`config.mk`:
```
export PLATFORM = sky130hd
export DESIGN_NAME = sm_trace_buffer
export DESIGN_NICKNAME = d
export VERILOG_FILES = /design/src/rtl/sm_trace_buffer.sv
export SDC_FILE = /design/constraint.sdc
export NUM_CORES = 2
export LEC_CHECK = 0
export BUFFER_PORTS_ARGS = -buffer_cell sky130_fd_sc_hd__buf_2
export CORE_ASPECT_RATIO = 0.8
export CORE_MARGIN = 2
export CORE_UTILIZATION = 40
export DETAILED_ROUTE_END_ITERATION = 6
export PLACE_DENSITY = 0.62
export REMOVE_ABC_BUFFERS = 1
export SLEW_MARGIN = 5
export SYNTH_ARGS = -nofsm -noshare
export SYNTH_HDL_FRONTEND = slang
export SYNTH_SLANG_ARGS = --single-unit
```
`constraint.sdc`:
```
create_clock -name clk -period 18.2 [get_ports clk]
set_input_delay 3.64 -clock clk [delete_from_list [all_inputs] [get_ports clk]]
set_output_delay 3.64 -clock clk [all_outputs]
set_load 0.03 [all_outputs]
```
`src/rtl/sm_trace_buffer.sv`:
```
// Execution trace recorder: samples {instr, pc} per retired cycle into a circular RAM
// and stops on a cycle limit, PC match or masked instruction match plus post-trigger depth.
module sm_trace_buffer #(
  parameter int DEPTH   = 64,
  parameter int PC_W    = 32,
  parameter int INSTR_W = 32,
  parameter int CNT_W   = 32,
  localparam int AW     = $clog2(DEPTH)
) (
  input  logic                    clk,
  input  logic                    rst,
  input  logic                    en,
  input  logic [PC_W-1:0]         pc,
  input  logic [INSTR_W-1:0]      instr,
  input  logic                    arm,
  input  logic [1:0]              cfg_mode,
  input  logic [31:0]             cfg_match,
  input  logic [31:0]             cfg_mask,
  input  logic [CNT_W-1:0]        cfg_count,
  input  logic [AW-1:0]           rd_addr,
  output logic [INSTR_W+PC_W-1:0] rd_data,
  output logic                    rd_valid,
  output logic [1:0]              state,
  output logic                    triggered,
  output logic                    done,
  output logic                    stop_req,
  output logic [AW:0]             fill,
  output logic [CNT_W-1:0]        cycle_cnt
);

  typedef enum logic [1:0] {S_IDLE = 2'b00, S_ARMED = 2'b01, S_POST = 2'b10, S_DONE = 2'b11} state_t;

  localparam logic [AW:0] FULL = (AW+1)'(DEPTH);

  state_t                    r_state;
  logic [AW-1:0]             r_wr_ptr;
  logic [AW:0]               r_fill;
  logic [CNT_W-1:0]          r_cycle_cnt;
  logic [CNT_W-1:0]          r_post_cnt;
  logic [1:0]                r_mode;
  logic [31:0]               r_match;
  logic [31:0]               r_mask;
  logic [CNT_W-1:0]          r_count;
  logic                      r_triggered;
  logic                      r_stop_req;
  logic [INSTR_W+PC_W-1:0]   r_rd_data;
  logic                      r_rd_valid;
  logic [INSTR_W+PC_W-1:0]   r_mem [DEPTH];

  logic                      w_wr;
  logic                      w_hit;
  logic [CNT_W-1:0]          w_cyc_next;
  logic [AW-1:0]             w_oldest;
  logic [AW-1:0]             w_phys;
  logic                      w_rd_hit;

  // Mode 01 with a zero limit finishes without ever taking a sample
  assign w_wr = en && !arm &&
                ((r_state == S_ARMED && !(r_mode == 2'b01 && r_count == '0)) ||
                 r_state == S_POST);

  assign w_hit = (r_mode == 2'b10) ? (pc == r_match[PC_W-1:0])
                                   : (((instr ^ r_match[INSTR_W-1:0]) & r_mask[INSTR_W-1:0]) == '0);

  assign w_cyc_next = (&r_cycle_cnt) ? r_cycle_cnt : r_cycle_cnt + 1'b1;

  // Once the ring has wrapped, the oldest entry sits at the write pointer
  assign w_oldest = (r_fill == FULL) ? r_wr_ptr : '0;
  assign w_phys   = w_oldest + rd_addr;
  assign w_rd_hit = ({1'b0, rd_addr} < r_fill);

  always_ff @(posedge clk) begin
    if (w_wr) r_mem[r_wr_ptr] <= {instr, pc};
  end

  always_ff @(posedge clk or posedge rst) begin
    if (rst) begin
      r_state     <= S_IDLE;
      r_wr_ptr    <= '0;
      r_fill      <= '0;
      r_cycle_cnt <= '0;
      r_post_cnt  <= '0;
      r_mode      <= '0;
      r_match     <= '0;
      r_mask      <= '0;
      r_count     <= '0;
      r_triggered <= 1'b0;
      r_stop_req  <= 1'b0;
      r_rd_data   <= '0;
      r_rd_valid  <= 1'b0;
    end else begin
      r_stop_req <= 1'b0;
      r_rd_valid <= w_rd_hit;
      r_rd_data  <= w_rd_hit ? r_mem[w_phys] : '0;
      if (arm) begin
        r_state     <= S_ARMED;
        r_wr_ptr    <= '0;
        r_fill      <= '0;
        r_cycle_cnt <= '0;
        r_post_cnt  <= '0;
        r_triggered <= 1'b0;
        r_mode      <= cfg_mode;
        r_match     <= cfg_match;
        r_mask      <= cfg_mask;
        r_count     <= cfg_count;
      end else begin
        if (w_wr) begin
          r_wr_ptr    <= r_wr_ptr + 1'b1;
          r_fill      <= (r_fill == FULL) ? r_fill : r_fill + 1'b1;
          r_cycle_cnt <= w_cyc_next;
        end
        case (r_state)
          S_ARMED: begin
            if (r_mode == 2'b01) begin
              if (r_count == '0 || (en && w_cyc_next == r_count)) begin
                r_state    <= S_DONE;
                r_stop_req <= 1'b1;
              end
            end else if (r_mode != 2'b00 && en && w_hit) begin
              r_triggered <= 1'b1;
              r_post_cnt  <= r_count;
              if (r_count == '0) begin
                r_state    <= S_DONE;
                r_stop_req <= 1'b1;
              end else begin
                r_state <= S_POST;
              end
            end
          end
          S_POST: begin
            if (en) begin
              r_post_cnt <= r_post_cnt - 1'b1;
              if (r_post_cnt == CNT_W'(1)) begin
                r_state    <= S_DONE;
                r_stop_req <= 1'b1;
              end
            end
          end
          default: ;
        endcase
      end
    end
  end

  assign rd_data   = r_rd_data;
  assign rd_valid  = r_rd_valid;
  assign state     = r_state;
  assign triggered = r_triggered;
  assign done      = (r_state == S_DONE);
  assign stop_req  = r_stop_req;
  assign fill      = r_fill;
  assign cycle_cnt = r_cycle_cnt;

endmodule

```
[After elaboration in Yosys (flattened, before gate mapping)]
Memories as Yosys holds them, arrays and structs flattened.
Index checks and enable logic that the tools add are counted.
W data, S select, Z words.
Word-level totals
  memories kept: 1
  output and inout bits: 109
  logic and storage cells: 100
  memory bits (writable): 4096
  flip-flop bits (word level): 244
  bits of input ports: 172
Memory list
  r_mem: depth 64, width 64, read ports 1, clocked after Yosys merged registers in 0, write ports 1, line 48  | logic [INSTR_W+PC_W-1:0] r_mem [DEPTH];
Cells by class
  $add $sub $neg: 5
  mux-type cells: 38
  reductions and logical operators: 23
  eq/ne operators: 17
  bitwise gates (word level): 2
  magnitude comparators: 1
Operator list (count)
  $mux W32: 7
  $eq A32 B32 Y1: 2
  $logic_not A32 Y1: 2
  $mux W64: 1
  $pmux W32 S2: 1
  $add A32 B1 Y32 const B: 1
  $and A32 B32 Y32: 1
  $eq A32 B1 Y1 const B: 1
  $reduce_and A32 Y1: 1
  $sub A32 B1 Y32 const B: 1
  $xor A32 B32 Y32: 1
  $mux W7: 3
  $mux W6: 3
  $mux W1: 15
  $mux W2: 6
  $reduce_bool A2 Y1: 4
  $add A7 B1 Y7 const B: 1
  $eq A7 B7 Y1 const B: 1
  $logic_and A1 B1 Y1: 7
  $lt A6 B7 Y1: 1
  $add A6 B1 Y6 const B: 1
  $add A6 B6 Y6: 1
  $eq A2 B2 Y1 const B: 3
  $ne A3 B2 Y1 const B: 2
  other kinds (14): 19

[Longest topological paths before layout]
  word-level depth: 9
  depth in mapped cells: 15

[Worst setup path before layout]
No wires, ideal clock.
  path type: input -> register
  from: input en
  to: memory r_mem[60][0] (netlist name), enable pin
  slack: 10.450 ns
  stages on the path: 5
  setup time: 0.487 ns
  data arrival time: 7.263 ns
  cells stage by stage: buf_2 o21ai_1 nor3_1 nand3b_1 nor2_1
Between the ends
  word-level cells in the longest chain between the ends: 4
Ends and longest elaborated chain
  start: declaration: line 12  | input logic en,
  $logic_and A1 B1 Y1 (2 in a row): line 58  | assign w_wr = en && !arm &&
  $mux W1: line 73  | if (w_wr) r_mem[r_wr_ptr] <= {instr, pc};
  $mux W1 (not written as such): line 73
  end: declaration: line 48
No other way between the ends.

[Worst setup path after layout]
  from: input rd_addr[0]
  to: register r_rd_data[40], in the netlist rd_data[40]
Between the ends
  word-level cells in the longest chain between the ends: 3
  elaborated cells between the ends (all ways): 4
  classes of those cells: 1 x add/sub; 1 x order compare; 1 x mux; 1 x memory
Ends and longest elaborated chain
  start: declaration: line 20  | input logic [AW-1:0] rd_addr,
  $add A6 B6 Y6: line 69  | assign w_phys = w_oldest + rd_addr;
  $mem_v2 Z64 W64
  $mux W64 (*): line 94  | r_rd_data <= w_rd_hit ? r_mem[w_phys] : '0;
  end signal: assignment: line 94
  end: declaration: line 46  | logic [INSTR_W+PC_W-1:0] r_rd_data;
Mark *: on every way between the ends. The rest lies on a longest branch, timed or not.
A chain may end at the register's enable or synchronous reset.

==> results.ini <==
[outcome]
status=finished clean

[final_layout]
stdcell_count=13700
area_growth_syn_to_layout_pct=13.8
layout_commonest_cell=edfxtp_1
drive_gt1_share_pct=32.2
finish.utilization_pct=45.8
mostFrequentLayoutCells=edfxtp_1 (4096), mux4_2 (1280), clkbuf_16 (415)
fin_nets=7960

[synth]
ys.flop_type=edfxtp_1
synthArstFlopShare_pct=5.62
netlist_area_um2=168000
synth_top_family_by_area=multiplexers
ys_seq_elements=4340
synth_largest_area_cell=edfxtp_1
synthAdderAreaFrac_pct=0.154
syn_area_per_cell_um2=23.3
synth_mux_area_share_pct=18.2
syn_inst=7218
synthTopCellsByArea=edfxtp_1 (73%), mux4_2 (17%), dfrtp_1 (3.6%)
ys_seq_area_share_pct=76.9
synth-edff-count=4096
synth_xor_area_share_pct=0.804
netlist.area_leader.share_pct=73.3
synthDistinctLibCells=83
synthSimpleGateAreaFrac_pct=1.65
synth_compound_area_share_pct=1.25
yosys_warnings=0

[floorplan]
die-area_um2=425000
fp.dieH_um=583
ioPinCount=281
chipWidth_um=728
initial_utilization_pct=40.2
core_area_um2=417000
placementRows=212

[setup_path]
path_buf_inv=4
worstSetupPathType=input pin to flop
crit_family=buffers and inverters
crit_start=rd_addr[0]
cp-end-kind=flop
cp-start-kind=input pin
cpMaxStageDelayCell=fa_4
r2r_slack_ns=11.02
r2r_start=fill[0]$_DFFE_PP0P_
crit_chain=buf_2 -> ha_4 -> fa_4 -> buf_4 -> buf_4 -> buf_4 -> mux4_2 -> mux4_2 -> nor2b_1 -> a211oi_1 -> a211oi_1
critPathArrivalTime_ns=9.58
r2r_cells=14
reg2reg_to=rd_data[40]$_DFF_PP0_
cp_common_cell=buf_4
cpPeakStageDelay_ns=1.29
required_ns=18.99
cp_max_fo=70

[worst_hold_path]
hp-class=flop to flop
min_from=r_mask[8]$_DFFE_PP0P_
min_path_cells=1
hold_end=r_mask[8]$_DFFE_PP0P_

[cts]
tritoncts=yes
cts_htree_levels=5
clk_latency_ns=0.99
post_cts.repair.setup_buffers=0
clk_pin_slew_ns=0.06
post_cts_resized=0
cts_buffers=411
cts_buffer_depth=4
cts_hold_buf=0
cts-root-buf=clkbuf_16
cts.sinks=4340

[timing]
finalCritPeriodShare_pct=48.3
worstMarginPinSlew_ns=1.26
period_needed_ns=8.79
finalSetupViolations=0
report.final.slew_viol_count=0
finalHoldViolCount=0
fmax_ghz=0.114
rsz0062_at_grt=no
fin_skew_ns=0.0599
finalSetupTns_ns=0
slew_headroom_pct=15.5

[power]
ir_worst_vdd_mv=0.0747
p_per_area_nw_per_um2=110
p_leak_nw=60.2
p_total_mw=21.1

[placement]
dp_hpwl_um=258000
place_inst=12900
gp_congestion=0.829
io_buffers=280

[detailed_routing]
ant_nets=0
first_pass_iters=5
drt_iter0_markers=12500
vias_per_cell=6.09
totalWireLength_um=486000
vias=83300
remaining_drc_errors=0
wl_per_cell_um=35.5

[global_route]
gr-usage-all-layers_pct=22.4
grt_antenna_before_repair=46
grt-ovfl-total=0
grt_pass1_wl_um=663000
grt_pass1_vias=81700
grt_max_degree=168

[job]
max_cap_violations=0

[power breakdown]
group          leakage (nW)  switching (mW)  internal (mW)
combinational          13.6           0.751          0.465
clock                  6.69            3.78           4.99
sequential             39.9          0.0825           11.0
[synth_stat cells (4+ instances only)]
cell / n
a211oi_1: 144
a21oi_1: 55
a22oi_1: 16
a31oi_1: 6
and2_1: 7
and3_1: 11
buf_1: 96
buf_2: 5
clkbuf_1: 284
clkbuf_8: 4
dfrtp_1: 244
edfxtp_1: 4096
ha_1: 19
inv_1: 22
mux2_2: 96
mux2i_1: 69
mux4_2: 1280
nand2_1: 96
nand2b_1: 7
nand3_1: 20
nand3b_1: 9
nand4_1: 33
nor2_1: 171
nor2b_1: 72
nor3_1: 33
nor4_1: 26
o21ai_0: 36
o22ai_1: 14
or3_1: 9
or4_1: 8
xnor2_1: 81
xor2_1: 73
[cells by family (layout without fill, tap and decap cells)]
family | Yosys count | in the layout
DFF | 4340 | 4340
muxes | 1445 | 1445
adders and majority gates | 20 | 20
buffers and inverters | 417 | 1320
and+or+nand+nor | 536 | 536
xor gates and xnor gates | 154 | 154
AOI/OAI and AO/OA | 306 | 306
other | 0 | 8
[worst register-to-register path: cells and delay by family (launching register included)]
family | cells | cell delay [ns]
AOI/OAI and AO/OA | 2 | 0.46
adders and majority gates | 3 | 1.65
buffers and inverters | 4 | 2.82
DFF | 1 | 0.40
muxes | 2 | 0.97
and+or+nand+nor | 3 | 0.71
[layout make-up]
class	instances	area (µm²)
diodes	8	20.0
well taps	5564	6960
flip-flops and latches	4340	129000
clock buffers	565	11300
multi-input cells	2461	37600
inverters	23	93.8
repair buffers	531	3490
fillers	34000	226000
clock inverters	201	2420
[sequential cells by signal, indices dropped and copies added, names as in the netlist, 2 cells and up]
name / cells
cycle_cnt: 32
r_match: 32
rd_data: 64
fill: 7
r_count: 32
r_mem: 4096
r_post_cnt: 32
r_mode: 2
r_mask: 32
state: 2
r_wr_ptr: 6
[through the flow]
stage	cell area (µm²)	setup slack [ns]	hold WS, ns
2_1_floorplan	166000	-26.41	0.479
3_3_place_gp	177000	8.34	0.492
3_5_place_dp	177000	8.44	0.497
4_1_cts	191000	9.47	0.511
5_1_grt	191000	9.27	0.534
6_report	191000	9.41	0.510
[how the worst max path moves through the flow]
stage | to | slack (ns) | cells after the start
floorplan | rd_data[0]$_DFF_PP0_ | -26.41 | 6
global placement | rd_data[13]$_DFF_PP0_ | 8.34 | 11
detailed placement | rd_data[40]$_DFF_PP0_ | 8.44 | 11
CTS | rd_data[40]$_DFF_PP0_ | 9.47 | 11
global route | rd_data[13]$_DFF_PP0_ | 9.27 | 11
finish | rd_data[40]$_DFF_PP0_ | 9.41 | 11
[routing by layer]
layer | GRT usage, % | wire (µm) | up-vias
met5 | 0 | 132 | -
met1 | 32.8 | 197000 | 45800
met4 | 5.71 | 12900 | 22
met3 | 4.07 | 49100 | 704
li1 | - | - | 31900
met2 | 35.0 | 227000 | 4961
(Power assumes the default switching activity.)
